## src/rtl/lpc_seq_pkg.sv

```systemverilog
// Shared state encoding and datapath widths for the LPC frame sequencer.
package lpc_seq_pkg;
  localparam int SAMPLE_W = 16;
  localparam int ADDR_W   = 8;

  typedef enum logic [2:0] {
    IDLE  = 3'd0,
    LOAD  = 3'd1,
    START = 3'd2,
    WAIT  = 3'd3,
    DRAIN = 3'd4,
    ERR   = 3'd5
  } seq_state_t;
endpackage

```

## src/rtl/lpc_residue_reader.sv

```systemverilog
// Streams one frame out of the synchronous residue buffer (1-cycle read latency)
// through a single output register with valid/ready flow control.
module lpc_residue_reader
  import lpc_seq_pkg::*;
#(
  parameter int FRAME_LEN = 160
) (
  input  logic                       clk,
  input  logic                       reset,
  input  logic                       drain_en,
  output logic [ADDR_W-1:0]          residue_raddr,
  input  logic signed [SAMPLE_W-1:0] residue_dout,
  output logic                       out_valid,
  input  logic                       out_ready,
  output logic signed [SAMPLE_W-1:0] out_data,
  output logic                       out_last,
  output logic                       frame_done
);
  localparam logic [ADDR_W-1:0] LAST_IDX = ADDR_W'(FRAME_LEN - 1);

  logic [ADDR_W-1:0]          ridx;
  logic                       pend_p0;
  logic                       fin;
  logic                       vld_p1;
  logic                       last_p1;
  logic signed [SAMPLE_W-1:0] data_p1;
  logic                       cap;
  logic                       at_last;

  // pend_p0 means residue_dout currently holds residue[ridx]; if it cannot be
  // captured, ridx is re-presented so the same word returns next cycle.
  assign at_last       = (ridx == LAST_IDX);
  assign cap           = pend_p0 & (~vld_p1 | out_ready);
  assign residue_raddr = (cap & ~at_last) ? ridx + ADDR_W'(1) : ridx;

  // Stage p0: address issue / read-return tracking
  always_ff @(posedge clk or posedge reset) begin
    if (reset) begin
      ridx    <= '0;
      pend_p0 <= 1'b0;
      fin     <= 1'b0;
    end else if (!drain_en) begin
      ridx    <= '0;
      pend_p0 <= 1'b0;
      fin     <= 1'b0;
    end else begin
      if (cap) begin
        ridx <= at_last ? '0 : ridx + ADDR_W'(1);
        fin  <= fin | at_last;
      end
      pend_p0 <= ~fin & ~(cap & at_last);
    end
  end

  // Stage p1: output register, held while stalled
  always_ff @(posedge clk or posedge reset) begin
    if (reset) begin
      vld_p1  <= 1'b0;
      last_p1 <= 1'b0;
      data_p1 <= '0;
    end else if (cap) begin
      vld_p1  <= 1'b1;
      last_p1 <= at_last;
      data_p1 <= residue_dout;
    end else if (out_ready) begin
      vld_p1  <= 1'b0;
      last_p1 <= 1'b0;
    end
  end

  assign out_valid  = vld_p1;
  assign out_data   = data_p1;
  assign out_last   = last_p1;
  assign frame_done = vld_p1 & out_ready & last_p1;
endmodule

```

## src/rtl/lpc_frame_sequencer.sv

```systemverilog
// Frame scheduler around the LPC encoder: load x buffer, start, wait, drain residue.
// Optional enc_done watchdog and err port enabled by defining LPC_SEQ_TIMEOUT_EN.
module lpc_frame_sequencer
  import lpc_seq_pkg::*;
#(
  parameter int FRAME_LEN    = 160,
  parameter int START_CYCLES = 2,
  parameter int TIMEOUT      = 65535
) (
  input  logic                       clk,
  input  logic                       reset,
  input  logic                       enable,
  input  logic                       in_valid,
  output logic                       in_ready,
  input  logic signed [SAMPLE_W-1:0] in_data,
  output logic                       x_wen,
  output logic [ADDR_W-1:0]          x_waddr,
  output logic signed [SAMPLE_W-1:0] x_din,
  output logic                       enc_start,
  input  logic                       enc_done,
  output logic [ADDR_W-1:0]          residue_raddr,
  input  logic signed [SAMPLE_W-1:0] residue_dout,
  output logic                       out_valid,
  input  logic                       out_ready,
  output logic signed [SAMPLE_W-1:0] out_data,
  output logic                       out_last,
  output logic                       busy,
  output logic [15:0]                frame_cnt
`ifdef LPC_SEQ_TIMEOUT_EN
  ,
  output logic                       err
`endif
);
  localparam logic [ADDR_W-1:0] LAST_IDX   = ADDR_W'(FRAME_LEN - 1);
  localparam logic [15:0]       START_LAST = 16'(START_CYCLES - 1);

  if (FRAME_LEN < 1 || FRAME_LEN > 256 || START_CYCLES < 1 || TIMEOUT < 1) begin : g_param_check
    $error("lpc_frame_sequencer: parameter out of range");
  end

  seq_state_t        state;
  seq_state_t        state_nxt;
  logic [ADDR_W-1:0] idx;
  logic [15:0]       scnt;
  logic              settled;
  logic              hs;
  logic              drain_en;
  logic              frame_done;

`ifdef LPC_SEQ_TIMEOUT_EN
  localparam logic [15:0] WDOG_LAST = 16'(TIMEOUT - 1);
  logic [15:0] wdog;
`endif

  assign in_ready  = (state == LOAD);
  assign hs        = in_valid & in_ready;
  assign x_wen     = hs;
  assign x_waddr   = idx;
  assign x_din     = hs ? in_data : '0;
  assign enc_start = (state == START);
  assign busy      = (state != IDLE);
  assign drain_en  = (state == DRAIN);

  always_ff @(posedge clk or posedge reset) begin
    if (reset) state <= IDLE;
    else       state <= state_nxt;
  end

  // settled blocks a done level left over from the previous frame during the
  // first WAIT cycle.
  always_comb begin
    state_nxt = state;
    case (state)
      IDLE:  if (enable) state_nxt = LOAD;
      LOAD:  if (hs && idx == LAST_IDX) state_nxt = START;
      START: if (scnt == START_LAST) state_nxt = WAIT;
      WAIT: begin
        if (settled && enc_done) state_nxt = DRAIN;
`ifdef LPC_SEQ_TIMEOUT_EN
        else if (wdog == WDOG_LAST) state_nxt = ERR;
`endif
      end
      DRAIN: if (frame_done) state_nxt = enable ? LOAD : IDLE;
      ERR:   if (!enable) state_nxt = IDLE;
      default: state_nxt = IDLE;
    endcase
  end

  always_ff @(posedge clk or posedge reset) begin
    if (reset) begin
      idx       <= '0;
      scnt      <= '0;
      settled   <= 1'b0;
      frame_cnt <= '0;
    end else begin
      if (hs) idx <= (idx == LAST_IDX) ? '0 : idx + ADDR_W'(1);
      scnt    <= (state == START) ? scnt + 16'd1 : '0;
      settled <= (state == WAIT);
      if (frame_done) frame_cnt <= frame_cnt + 16'd1;
    end
  end

`ifdef LPC_SEQ_TIMEOUT_EN
  always_ff @(posedge clk or posedge reset) begin
    if (reset) wdog <= '0;
    else       wdog <= (state == WAIT) ? wdog + 16'd1 : '0;
  end

  assign err = (state == ERR);
`endif

  lpc_residue_reader #(
    .FRAME_LEN(FRAME_LEN)
  ) u_reader (
    .clk          (clk),
    .reset        (reset),
    .drain_en     (drain_en),
    .residue_raddr(residue_raddr),
    .residue_dout (residue_dout),
    .out_valid    (out_valid),
    .out_ready    (out_ready),
    .out_data     (out_data),
    .out_last     (out_last),
    .frame_done   (frame_done)
  );
endmodule

```

## config.mk

```make
export PLATFORM = sky130hd
export DESIGN_NAME = lpc_frame_sequencer
export DESIGN_NICKNAME = d
export VERILOG_FILES = /design/src/rtl/lpc_seq_pkg.sv /design/src/rtl/lpc_residue_reader.sv /design/src/rtl/lpc_frame_sequencer.sv
export SDC_FILE = /design/constraint.sdc
export NUM_CORES = 1
export LEC_CHECK = 0
export CORE_MARGIN = 2
export CORE_UTILIZATION = 23
export CTS_CLUSTER_DIAMETER = 60
export CTS_CLUSTER_SIZE = 14
export DETAILED_ROUTE_END_ITERATION = 10
export GPL_TIMING_DRIVEN = 1
export SLEW_MARGIN = 20
export SYNTH_ARGS = -nofsm -noshare
export SYNTH_HDL_FRONTEND = slang
export SYNTH_HIERARCHICAL = 1
export SYNTH_SLANG_ARGS = --single-unit
```

## constraint.sdc

```tcl
create_clock -name clk -period 3.75 [get_ports clk]
set_input_delay 0.75 -clock clk [delete_from_list [all_inputs] [get_ports clk]]
set_output_delay 0.75 -clock clk [all_outputs]
set_load 0.05 [all_outputs]
```

# Yosys cells after proc, flatten, opt, wreduce, memory -nomap -nowiden
# Cells that the tools add are included.
dict set report totals {
  regBits 72
  input_bits 38
  output_inout_bits 70
}
dict set report op_classes {
  n_addsub 4
  eq_ne 15
  muxes 21
  n_bitwise 13
  n_reduce_logical 6
}
# operator count
set op_table {}
lappend op_table {{$mux 8} 5}
lappend op_table {{$add 16x1->16 const B} 2}
lappend op_table {{$mux 16} 2}
lappend op_table {{$mux 3} 6}
lappend op_table {{$pmux 3 s6} 1}
lappend op_table {{$add 8x1->8 const B} 2}
lappend op_table {{$eq 16x1->1 const B} 1}
lappend op_table {{$eq 8x8->1 const B} 2}
lappend op_table {{$ne 2x2->1 const B} 5}
lappend op_table {{$and 1x1->1} 7}
lappend op_table {{$mux 1} 7}
lappend op_table {{$eq 3x2->1 const B} 2}
lappend op_table {{$eq 3x3->1 const B} 2}
lappend op_table {{$reduce_and 6->1} 1}
lappend op_table {{$ne 2x1->1 const B} 2}
lappend op_table {{$not 1->1} 4}
lappend op_table {{$eq 3x1->1 const B} 1}
lappend op_table {{$logic_not 3->1} 1}
lappend op_table {{$reduce_bool 3->1} 1}
lappend op_table {{$logic_and 1x1->1} 2}
lappend op_table {{$or 1x1->1} 2}
lappend op_table {{$reduce_bool 2->1} 1}

# Depth between registers and ports, before layout
# Gate-level depths: netlist of the first run.
dict set report depth {
  depth_word 7
  ltp_mapped 6
  mapped_depth_nobuf 6
}

# Cells and area by module
# The synthesis of the first run kept the hierarchy.
# module n_inst cells_each area_per_inst_um2 seq_area_each_um2
set modules_own_cells {}
lappend modules_own_cells {lpc_frame_sequencer 1 218 2250.9 1101.1}
lappend modules_own_cells {lpc_residue_reader 1 108 1315.0 700.7}

# Least setup slack after synthesis of the first run
# Ideal clock, no wire load.
dict set report synth_timing {
  path_type {in2out}
  from {input port in_valid}
  to {output port x_din[10]}
  arrival_time_ns 2.163
  t_required_ns 3.000
  slack_ns 0.837
  cell_stages 4
  n_path_buf 2
  cell_sequence {and4bb_1 > buf_4 > clkbuf_1 > and2_1}
}
dict set report synth_between {
  elab_chain_cells 2
}
# item line_no
set synth_lines {}
lappend synth_lines {{start, declared} lpc_frame_sequencer.sv:13} ;# input logic in_valid,
lappend synth_lines {{$and 1x1->1} lpc_frame_sequencer.sv:56} ;# assign hs = in_valid & in_ready;
lappend synth_lines {{net x_wen} lpc_frame_sequencer.sv:16} ;# output logic x_wen,
lappend synth_lines {{$mux 16} lpc_frame_sequencer.sv:59} ;# assign x_din = hs ? in_data : '0;
lappend synth_lines {{end, declared} lpc_frame_sequencer.sv:18} ;# output logic signed [SAMPLE_W-1:0] x_din,
# The timed path passes the listed nets, and every way through them passes these cells.

# Worst setup path after layout of the first run
dict set report layout_timing {
  from {input port out_ready}
  to {output port residue_raddr[6]}
}
dict set report layout_between {
  elab_chain_cells 4
}
# item line_no
set layout_lines {}
lappend layout_lines {{start, declared} lpc_frame_sequencer.sv:24} ;# input logic out_ready,
lappend layout_lines {{$or 1x1->1} lpc_residue_reader.sv:33} ;# assign cap = pend_p0 & (~vld_p1 | out_ready);
lappend layout_lines {{$and 1x1->1} lpc_residue_reader.sv:33}
lappend layout_lines {{$and 1x1->1} lpc_residue_reader.sv:34} ;# assign residue_raddr = (cap & ~at_last) ? ridx + ADDR_W'(1) : ridx;
lappend layout_lines {{$mux 8} lpc_residue_reader.sv:34}
lappend layout_lines {{end, declared} lpc_frame_sequencer.sv:21} ;# output logic [ADDR_W-1:0] residue_raddr,
# Every way passes these cells.

==> impl_metrics.ini, run 1 <==
[run_status]
status = complete, no violations

[run]
drv_cap = 0

[place]
port_buffers = 107
hpwl_um = 6270
post-place-ws_ns = 0.4147
routabilityCongestion = 0.8089

[critical_path]
required_ns = 3.00
cp.arrival_ns = 2.60
critPathTopFamily = buffers and inverters
critPathBufInv = 2
cpMaxStageDelayCell = clkdlybuf4s50_1
cp_cell_sequence = clkdlybuf4s50_1, nand2b_2, nand4_1, xnor2_1, clkdlybuf4s50_1
crit_path_end_kind = output pin
path_common_cell = clkdlybuf4s50_1
slowest_delay_ns = 0.84
critical_path_class = primary input to output pin
critPathMaxFanout = 7
startpoint_type = primary input

[finish]
multi_input_comb_area_um2 = 1644
n_fill_cell = 1513
register_area_um2 = 1802
drive_gt1_share_pct = 18.06
nets = 481
diodes = 0
syn2layout_area_growth_pct = 45.82

[clock_tree]
path_clk_slew_ns = 0.05
h-tree-depth = 3
cts_root_buf = clkbuf_16
ctsResizeCount = 0
cts.hold.buffers_added = 0
clk-insertion-delay-late_ns = 0.33
postCtsSetupBuffers = 0
clock-sinks = 72
cts_buffers = 9
clockBufferDepth = 2
cts_tree = built

[routing]
vias = 2730
drtAntennaViolNets = 0
wirelength_um = 8334
first_pass_iters = 4
drtIter0Drc = 85
vias_per_cell = 4.326
avgRoutedWirePerCell_um = 13.21
drcViolationCount = 0

[synthesis]
async_flop_share_pct = 100.0
synth_compound_area_share_pct = 4.702
synth-simple-area-share_pct = 23.19
syn_inst = 326
synth_fa_ha_area_share_pct = 1.754
synth_top_family_by_area = simple AND/OR/NAND/NOR gates
yosys-top-cells-count = dfrtp_1 (72), nor2_1 (24), and2_1 (22)
ys_ff_latch = 72
synth_top_cell_by_area = dfrtp_1
synth_mux_area_share_pct = 7.614
synth_cell_types = 49
synth_xor_xnor_area_share_pct = 8.842
yosysWarnings = 6
syn-num-nets = 369
synth_area_um2 = 3566
synth_edf_count = 0
yosysMostFrequentCell = dfrtp_1
syn_avg_cell_area_um2 = 10.94
synth_ff_type = dfrtp_1
ys_seq_area_share_pct = 50.53
yosysTopAreaCellShare_pct = 50.53
synth.area.top_cells = dfrtp_1 (51%), mux2_2 (6.6%), xor2_1 (4.7%), xnor2_1 (4.2%), and2_1 (3.9%)

[global_routing]
grt_pass1_vias = 2791
grt_pass1_wl_um = 14110
grtUsageTotal_pct = 10.77
overflow = 0
grt_max_degree = 29
antenna_found_initial = 0

[power]
p_sw_share_pct = 29.75
p_comb_share_pct = 23.9
ir_drop_mv = 0.2562
power.switching_uw = 748.7
p_per_area_nw_per_um2 = 484.0
pwr-share-clk_pct = 41.7
internal_power_uw = 1768
seq_power_share_pct = 34.3
leakage_uw = 0.002296

[sta]
fin_skew_ns = 0.004742
finalCritPeriodShare_pct = 89.38
slew_headroom_pct = 38.37
setup_tns_ns = 0
finalCriticalPeriod_ns = 3.352
rsz0062_at_grt = no
setup_viol = 0
tightest_slew_ns = 0.9187
fmax_ghz = 0.2984
timing.final.ws_setup_ns = 0.3984
drv_slew = 0
timing_hold_violations_final = 0

[floorplan]
initial_utilization_pct = 23.46
core-area_um2 = 15200
fp.dieH_um = 128.5
ios = 108
row_count = 45
die-area_um2 = 16520
die_x_um = 128.5

[min_path]
hp-class = register to register
==> state kept, by name, summed over array words and instances, names as in the netlist, 3 cells and up <==
register and count:
state 3, u_reader/ridx 8, scnt 16, u_reader/out_data 16, x_waddr 8, frame_cnt 16
==> layer usage <==
layer | part of all wire [%] | GRT usage [%]
met5 | 0 | 0
met4 | 1.5 | 3.836
met3 | 4.5 | 3.202
met2 | 49 | 17.15
met1 | 45 | 13.97
==> power groups by stage <==
stage | Sequential [uW] | Clock, uW | Combinational, uW
floorplan | 971 | 0 | 302
global placement | 877 | 0 | 603
detailed placement | 878 | 0 | 610
CTS | 865 | 1090 | 610
global route | 874 | 1130 | 634
finish | 864 | 1050 | 603
==> final timing paths <==
kind / from / to / slack [ns] / depth (start not counted)
hold / removal: frame_cnt[15] / frame_cnt[15] / 0.48 / 1
min in group asynchronous: reset / u_reader/out_data[14] / 0.84 / 2
setup / recovery: out_ready / residue_raddr[6] / 0.40 / 5
hold reg to reg: frame_cnt[15] / frame_cnt[15] / 0.48 / 1
max in group asynchronous: reset / frame_cnt[15] / 2.18 / 3
setup reg to reg: state[1] / state[0] / 1.67 / 5
==> worst reg2reg max path: cells and delay by family, from the launching register on <==
kind / cells / cell delay (ns)
buffers and inverters: 1 / 0.26
flip-flops: 1 / 0.45
AND/OR/NAND/NOR: 2 / 0.85
multiplexers: 1 / 0.30
AO/OA/AOI/OAI: 1 / 0.10
==> kinds of logic (layout without fill, tap and decap cells) <==
group,count (synthesis),in the layout
AOI/OAI and AO/OA,25,25
xor gates and xnor gates,36,36
adders and majority gates,5,5
buffers and inverters,24,141
DFF,72,72
muxes,24,24
and+or+nand+nor,140,140
==> cells in the final DEF (no fill, tap or decap), drive strengths merged, types with 3 or more instances in the layout <==
| cell | netlist | routed |
|---|---|---|
| clkdlybuf4s50 | 0 | 84 |
| bufinv | 0 | 4 |
| nand4 | 15 | 15 |
| clkbuf | 3 | 10 |
| o21ai | 8 | 8 |
| nand3 | 12 | 12 |
| xnor2 | 17 | 17 |
| mux2 | 22 | 22 |
| o21a | 3 | 3 |
| and2 | 22 | 22 |
| nand2 | 21 | 21 |
| nor2 | 24 | 24 |
| nor4 | 4 | 4 |
| xor2 | 19 | 19 |
| or3 | 6 | 6 |
| nand2b | 5 | 5 |
| nor3b | 3 | 3 |
| inv | 13 | 12 |
| clkinv | 0 | 3 |
| dfrtp | 72 | 72 |
| nor3 | 7 | 7 |
| buf | 8 | 28 |
| and3 | 8 | 8 |
| ha | 5 | 5 |
| a21oi | 5 | 5 |
| and4 | 5 | 5 |
==> stage by stage <==
step                      hold WS, ns  cells  power [uW]  area [um2]  util [%]
after floorplan                0.4455    326        1273        3566         -
after global placement         0.4570    615        1480        4831     31.78
after detailed placement       0.4826    615        1488        4831     31.78
after CTS                      0.4903    631        2562        5200     34.21
after global routing           0.5149    631        2637        5200     34.21
final                          0.4777    631        2517        5200     34.21
==> cell type report <==
class	instances	share of cell area, %
timing repair buffer	112	21.17
sequential	72	34.65
multi-input combinational	230	31.62
inverter	13	0.9384
clock buffer	10	4.596
tap	188	4.524
clock inverter	6	2.502
Note: power is estimated with default switching activity, not from simulation.
==> run 2, diff against run 1 <==
Settings changed: CAP_MARGIN set to 20, RECOVER_POWER set to 50.
Clock period 3.75 ns to 2.75 ns, I/O delays scaled along.
==> run 2 against run 1 <==
  * Global-route usage grew 0.35 points
  * Clock skew is 0.0030 ns higher
  * Core utilization rose by 1.6 points
  * Final cell count increased by 1.6%
  * Critical path depth rose by 2
  * Count of clock-buffer cells in the layout rose by 1
  * Cell area rose by 4.8%
  * Critical path type is now register to output pin
  * Combinational power increased by 60%
==> impl_metrics.ini, run 2 (synthesis gave the netlist of run 1 again) <==
[clock_tree]
clockBufferDepth = 2
cts_tree = built
h-tree-depth = 3
path_clk_slew_ns = 0.06
cts_root_buf = clkbuf_16
clock-sinks = 72
cts.hold.buffers_added = 0
clk-insertion-delay-late_ns = 0.34
cts_buffers = 9

[min_path]
hp-start = u_reader/fin
min_to = u_reader/fin
hp-class = register to register
whs_path_depth = 2

[routing]
vias_per_cell = 4.498
first_pass_iters = 4
drtIter0Drc = 106
drtAntennaViolNets = 0
wirelength_um = 8821
avgRoutedWirePerCell_um = 13.76
vias = 2883
drcViolationCount = 0

[sta]
finalCriticalPeriod_ns = 2.640
rsz0062_at_grt = no
drv_slew = 0
setup_tns_ns = 0
setup_viol = 0
slew_headroom_pct = 25.64
tightest_slew_ns = 1.115
fin_skew_ns = 0.007697
timing_hold_violations_final = 0
finalCritPeriodShare_pct = 96.01
timing.final.ws_setup_ns = 0.1098
fmax_ghz = 0.3788

[global_routing]
antenna_found_initial = 0
grt_max_degree = 45
grt_pass1_wl_um = 14440
grt_pass1_vias = 2952
overflow = 0
grtUsageTotal_pct = 11.12

[floorplan]
ios = 108
die-area_um2 = 16520
die_x_um = 128.5
core-area_um2 = 15200
initial_utilization_pct = 23.46
fp.dieH_um = 128.5
row_count = 45

[power]
ir_drop_mv = 0.2825
leakage_uw = 0.002367
p_per_area_nw_per_um2 = 611.8

[critical_path]
critPathMaxFanout = 12
rr_endpoint = state[0]
cp_cell_sequence = ha_1, nand3_2, nor4_4, buf_6, nor3_1, xnor2_1, buf_12
r2r_setup_slack_ns = 0.73
reg2regPathDepth = 5
startpoint_type = register
rr_startpoint = state[1]
critical_path_class = register to output pin
crit_path_end_kind = output pin
slowest_delay_ns = 0.40
cpMaxStageDelayCell = dfrtp_1
cp.arrival_ns = 2.09
required_ns = 2.20

[place]
routabilityCongestion = 0.8074
dpl_cell_area_um2 = 5154
post-place-ws_ns = 0.1275
port_buffers = 107
hpwl_um = 6590

[finish]
final_area_um2 = 5450
drive_gt1_share_pct = 19.21
final_common_cell = clkdlybuf4s50_1
nets = 491
syn2layout_area_growth_pct = 52.84
diodes = 0
final_cell_mix = clkdlybuf4s50_1 (80), dfrtp_1 (72), buf_12 (25)

[run]
drv_cap = 0

[run_status]
status = complete, no violations
run 2: what timing repair did:
action / in CTS / in global routing
gates resized for setup: 0 / 1
endpoints found under the setup margin: 0 / 3
buffers inserted: 0 / 1
run 2: area by class of cell:
cell class                 instances  area [um2]
clock inverter                     5       55.05
tap                              188       235.2
timing repair buffer             122        1418
sequential                        72        1802
inverter                          13       48.80
clock buffer                      11       252.7
fill                            1523        9752
multi-input combinational        230        1639
run 2: where the power goes:
group          leakage [uW]  internal (uW)  switching (uW)
Clock              0.000148            748             446
Sequential         0.000979           1110            68.8
Combinational       0.00124            413             549
run 2: layer usage:
layer	share of wire (%)	wire length, um	global-route usage, %	vias to the layer above
met5	0	0	0	-
met1	43	3793	13.26	1435
met4	1.2	110	3.581	0
met3	4.9	429	3.784	8
met2	51	4488	18.93	63
li1	-	-	-	1377
run 2: worst max-delay path: cells and delay by family, from the launching register on:
family | cells | cell delay, ns
xor+xnor | 1 | 0.28
buf+inv | 2 | 0.36
simple gates | 3 | 0.48
flops | 1 | 0.40
fa+ha+maj | 1 | 0.23
run 2: worst max path at each step:
stage | start | to | slack (ns)
2_1_floorplan | u_reader/out_valid | residue_raddr[7] | 0.21
3_3_place_gp | out_ready | residue_raddr[7] | 0.16
3_5_place_dp | out_ready | residue_raddr[4] | 0.13
4_1_cts | u_reader/ridx[0] | residue_raddr[4] | 0.05
5_1_grt | u_reader/ridx[1] | residue_raddr[4] | 0.02
6_report | u_reader/ridx[1] | residue_raddr[4] | 0.11
run 2: per-stage QoR:
stage	util, %	hold WS (ns)	total power (uW)	instances
floorplan	-	0.4455	1736	326
global placement	33.90	0.4562	2157	624
detailed placement	33.90	0.4711	2173	624
CTS	35.93	0.4869	3399	640
global route	35.85	0.5049	3488	641
finish	35.85	0.4783	3334	641
==> run 3, diff against run 2 <==
Settings changed: CELL_PAD_IN_SITES_DETAIL_PLACEMENT set to 1, CELL_PAD_IN_SITES_GLOBAL_PLACEMENT set to 1, CTS_CLUSTER_DIAMETER 60 to not set, GPL_ROUTABILITY_DRIVEN set to 0, PLACE_DENSITY_LB_ADDON set to 0.1.
==> run 3 against run 2 <==
  * The flow now finishes with violations (max-capacitance violations, max-slew violations)
  * Via count hardly changed
  * Largest power group is now sequential cells
  * Maximum frequency is 0.97% higher
  * Global-route usage is 1.5 points higher
  * Critical path depth stayed put
  * Final cell count stayed put
  * Non-clock buffer count is 1 higher
  * Count of clock-buffer cells in the layout is 1 lower
  * Die area stayed put
  * First-iteration DRC count is 5.7% higher
==> impl_metrics.ini, run 3 (synthesis gave the netlist of run 1 again) <==
[power]
pwr-share-clk_pct = 33.7
p_comb_share_pct = 29.8
power.switching_uw = 1094
leakage_uw = 0.002376
seq_power_share_pct = 36.5
internal_power_uw = 2151
p_sw_share_pct = 33.70
p_per_area_nw_per_um2 = 595.9
ir_drop_mv = 0.3174
finalPower_uw = 3245

[sta]
rsz0062_at_grt = no
timing.final.ws_setup_ns = 0.1350
timing_hold_violations_final = 0
whs_ns = 0.4697
setup_tns_ns = 0
finalCriticalPeriod_ns = 2.615
slew_headroom_pct = -6.478
setup_viol = 0
finalCritPeriodShare_pct = 95.09
fin_skew_ns = 0.005675
tightest_slew_ns = 1.597
drv_slew = 29
fmax_ghz = 0.3824

[critical_path]
critical_path_class = register to output pin
rr_startpoint = state[1]
startpoint_type = register
required_ns = 2.20
critPathTopFamily = simple AND/OR/NAND/NOR gates
rr_endpoint = state[0]
cp.arrival_ns = 2.06
r2r_setup_slack_ns = 0.92
reg2regPathDepth = 5
crit_path_end_kind = output pin
cp_cell_sequence = ha_1, nand3_2, nor4_4, buf_4, nor2_1, mux2i_2, buf_12
cpMaxStageDelayCell = dfrtp_1
critPathBufInv = 2
critPathMaxFanout = 8
slowest_delay_ns = 0.42

[routing]
wirelength_um = 9791
drtIter0Drc = 112
drcViolationCount = 0
first_pass_iters = 4
avgRoutedWirePerCell_um = 15.27
vias = 2881
drtAntennaViolNets = 0
vias_per_cell = 4.495

[min_path]
min_to = frame_cnt[15]
hp-class = register to register
hp-start = frame_cnt[15]
whs_path_depth = 1

[finish]
syn2layout_area_growth_pct = 52.70
n_fill_cell = 1700
nets = 492
final_cell_mix = clkdlybuf4s50_1 (79), dfrtp_1 (72), buf_12 (26)
diodes = 0
register_area_um2 = 1802
multi_input_comb_area_um2 = 1645
drive_gt1_share_pct = 20.09
fin_util_pct = 35.82
final_common_cell = clkdlybuf4s50_1

[floorplan]
die_x_um = 128.5
fp.dieH_um = 128.5
ios = 108
core-area_um2 = 15200
initial_utilization_pct = 23.46
row_count = 45
die-area_um2 = 16520

[place]
port_buffers = 107
hpwl_um = 7158
post-place-ws_ns = 0.06412

[run_status]
violations = max-capacitance violations, max-slew violations
status = complete, but fails checks

[clock_tree]
h-tree-depth = 3
cts_tree = built
cts_root_buf = clkbuf_16
clk-insertion-delay-late_ns = 0.34
clockBufferDepth = 2
cts_buffers = 9
path_clk_slew_ns = 0.06
clock-sinks = 72

[global_routing]
grt_max_degree = 45
antenna_found_initial = 0
overflow = 0
grtUsageTotal_pct = 12.64
grt_pass1_vias = 3090
grt_pass1_wl_um = 16380

[run]
drv_cap = 1
## run 3: changes by cell type in the layout (fill, tap and decap cells not counted), moves of 2 or more
cell	change
clkbuf_1	-2
buf_4	+3
and2_1	+3
and2_0	-3
## run 3: power groups by stage
| stage | clock, uW | combinational [uW] | sequential [uW] |
|---|---|---|---|
| after floorplan | 0 | 412 | 1320 |
| final | 1090 | 967 | 1180 |
| after CTS | 1140 | 989 | 1190 |
| after detailed placement | 0 | 986 | 1200 |
| after global placement | 0 | 980 | 1200 |
| after global routing | 1180 | 1020 | 1200 |
## run 3: layout make-up
class	count	share of cell area [%]
sequential	72	33.09
tap	188	4.320
timing repair buffer	123	26.47
clock inverter	5	0.6204
clock buffer	10	4.389
inverter	13	0.8961
multi-input combinational	230	30.22
## run 3: worst max path at each step
stage	cells past startpoint	from	slack (ns)	end
after floorplan	5	u_reader/out_valid	0.21	residue_raddr[7]
after CTS	7	out_ready	0.04	residue_raddr[1]
after global routing	7	u_reader/ridx[0]	0.004	residue_raddr[2]
after detailed placement	7	out_ready	0.06	residue_raddr[1]
after global placement	7	out_ready	0.06	residue_raddr[1]
final	7	u_reader/ridx[0]	0.14	residue_raddr[2]
## run 3: repair_timing
| action | CTS | global route |
|---|---|---|
| endpoints found under the setup margin | 5 | 5 |
| hold buffers | 0 | 0 |
| resized for setup | 0 | 3 |
| pin swaps | 1 | 0 |
| buffers inserted | 5 | 0 |
## run 3: layer usage
metal | vias up | track usage (%) | routed length, um
met4 | 0 | 4.412 | 142
met2 | 51 | 20.65 | 4818
met3 | 10 | 3.410 | 383
met5 | - | 0 | 0
met1 | 1449 | 16.20 | 4447
li1 | 1371 | - | -
## run 3: through the flow
stage | area, um2 | cells
global placement | 5156 | 621
finish | 5445 | 641
detailed placement | 5156 | 621
global route | 5445 | 641
CTS | 5466 | 641
floorplan | 3566 | 326
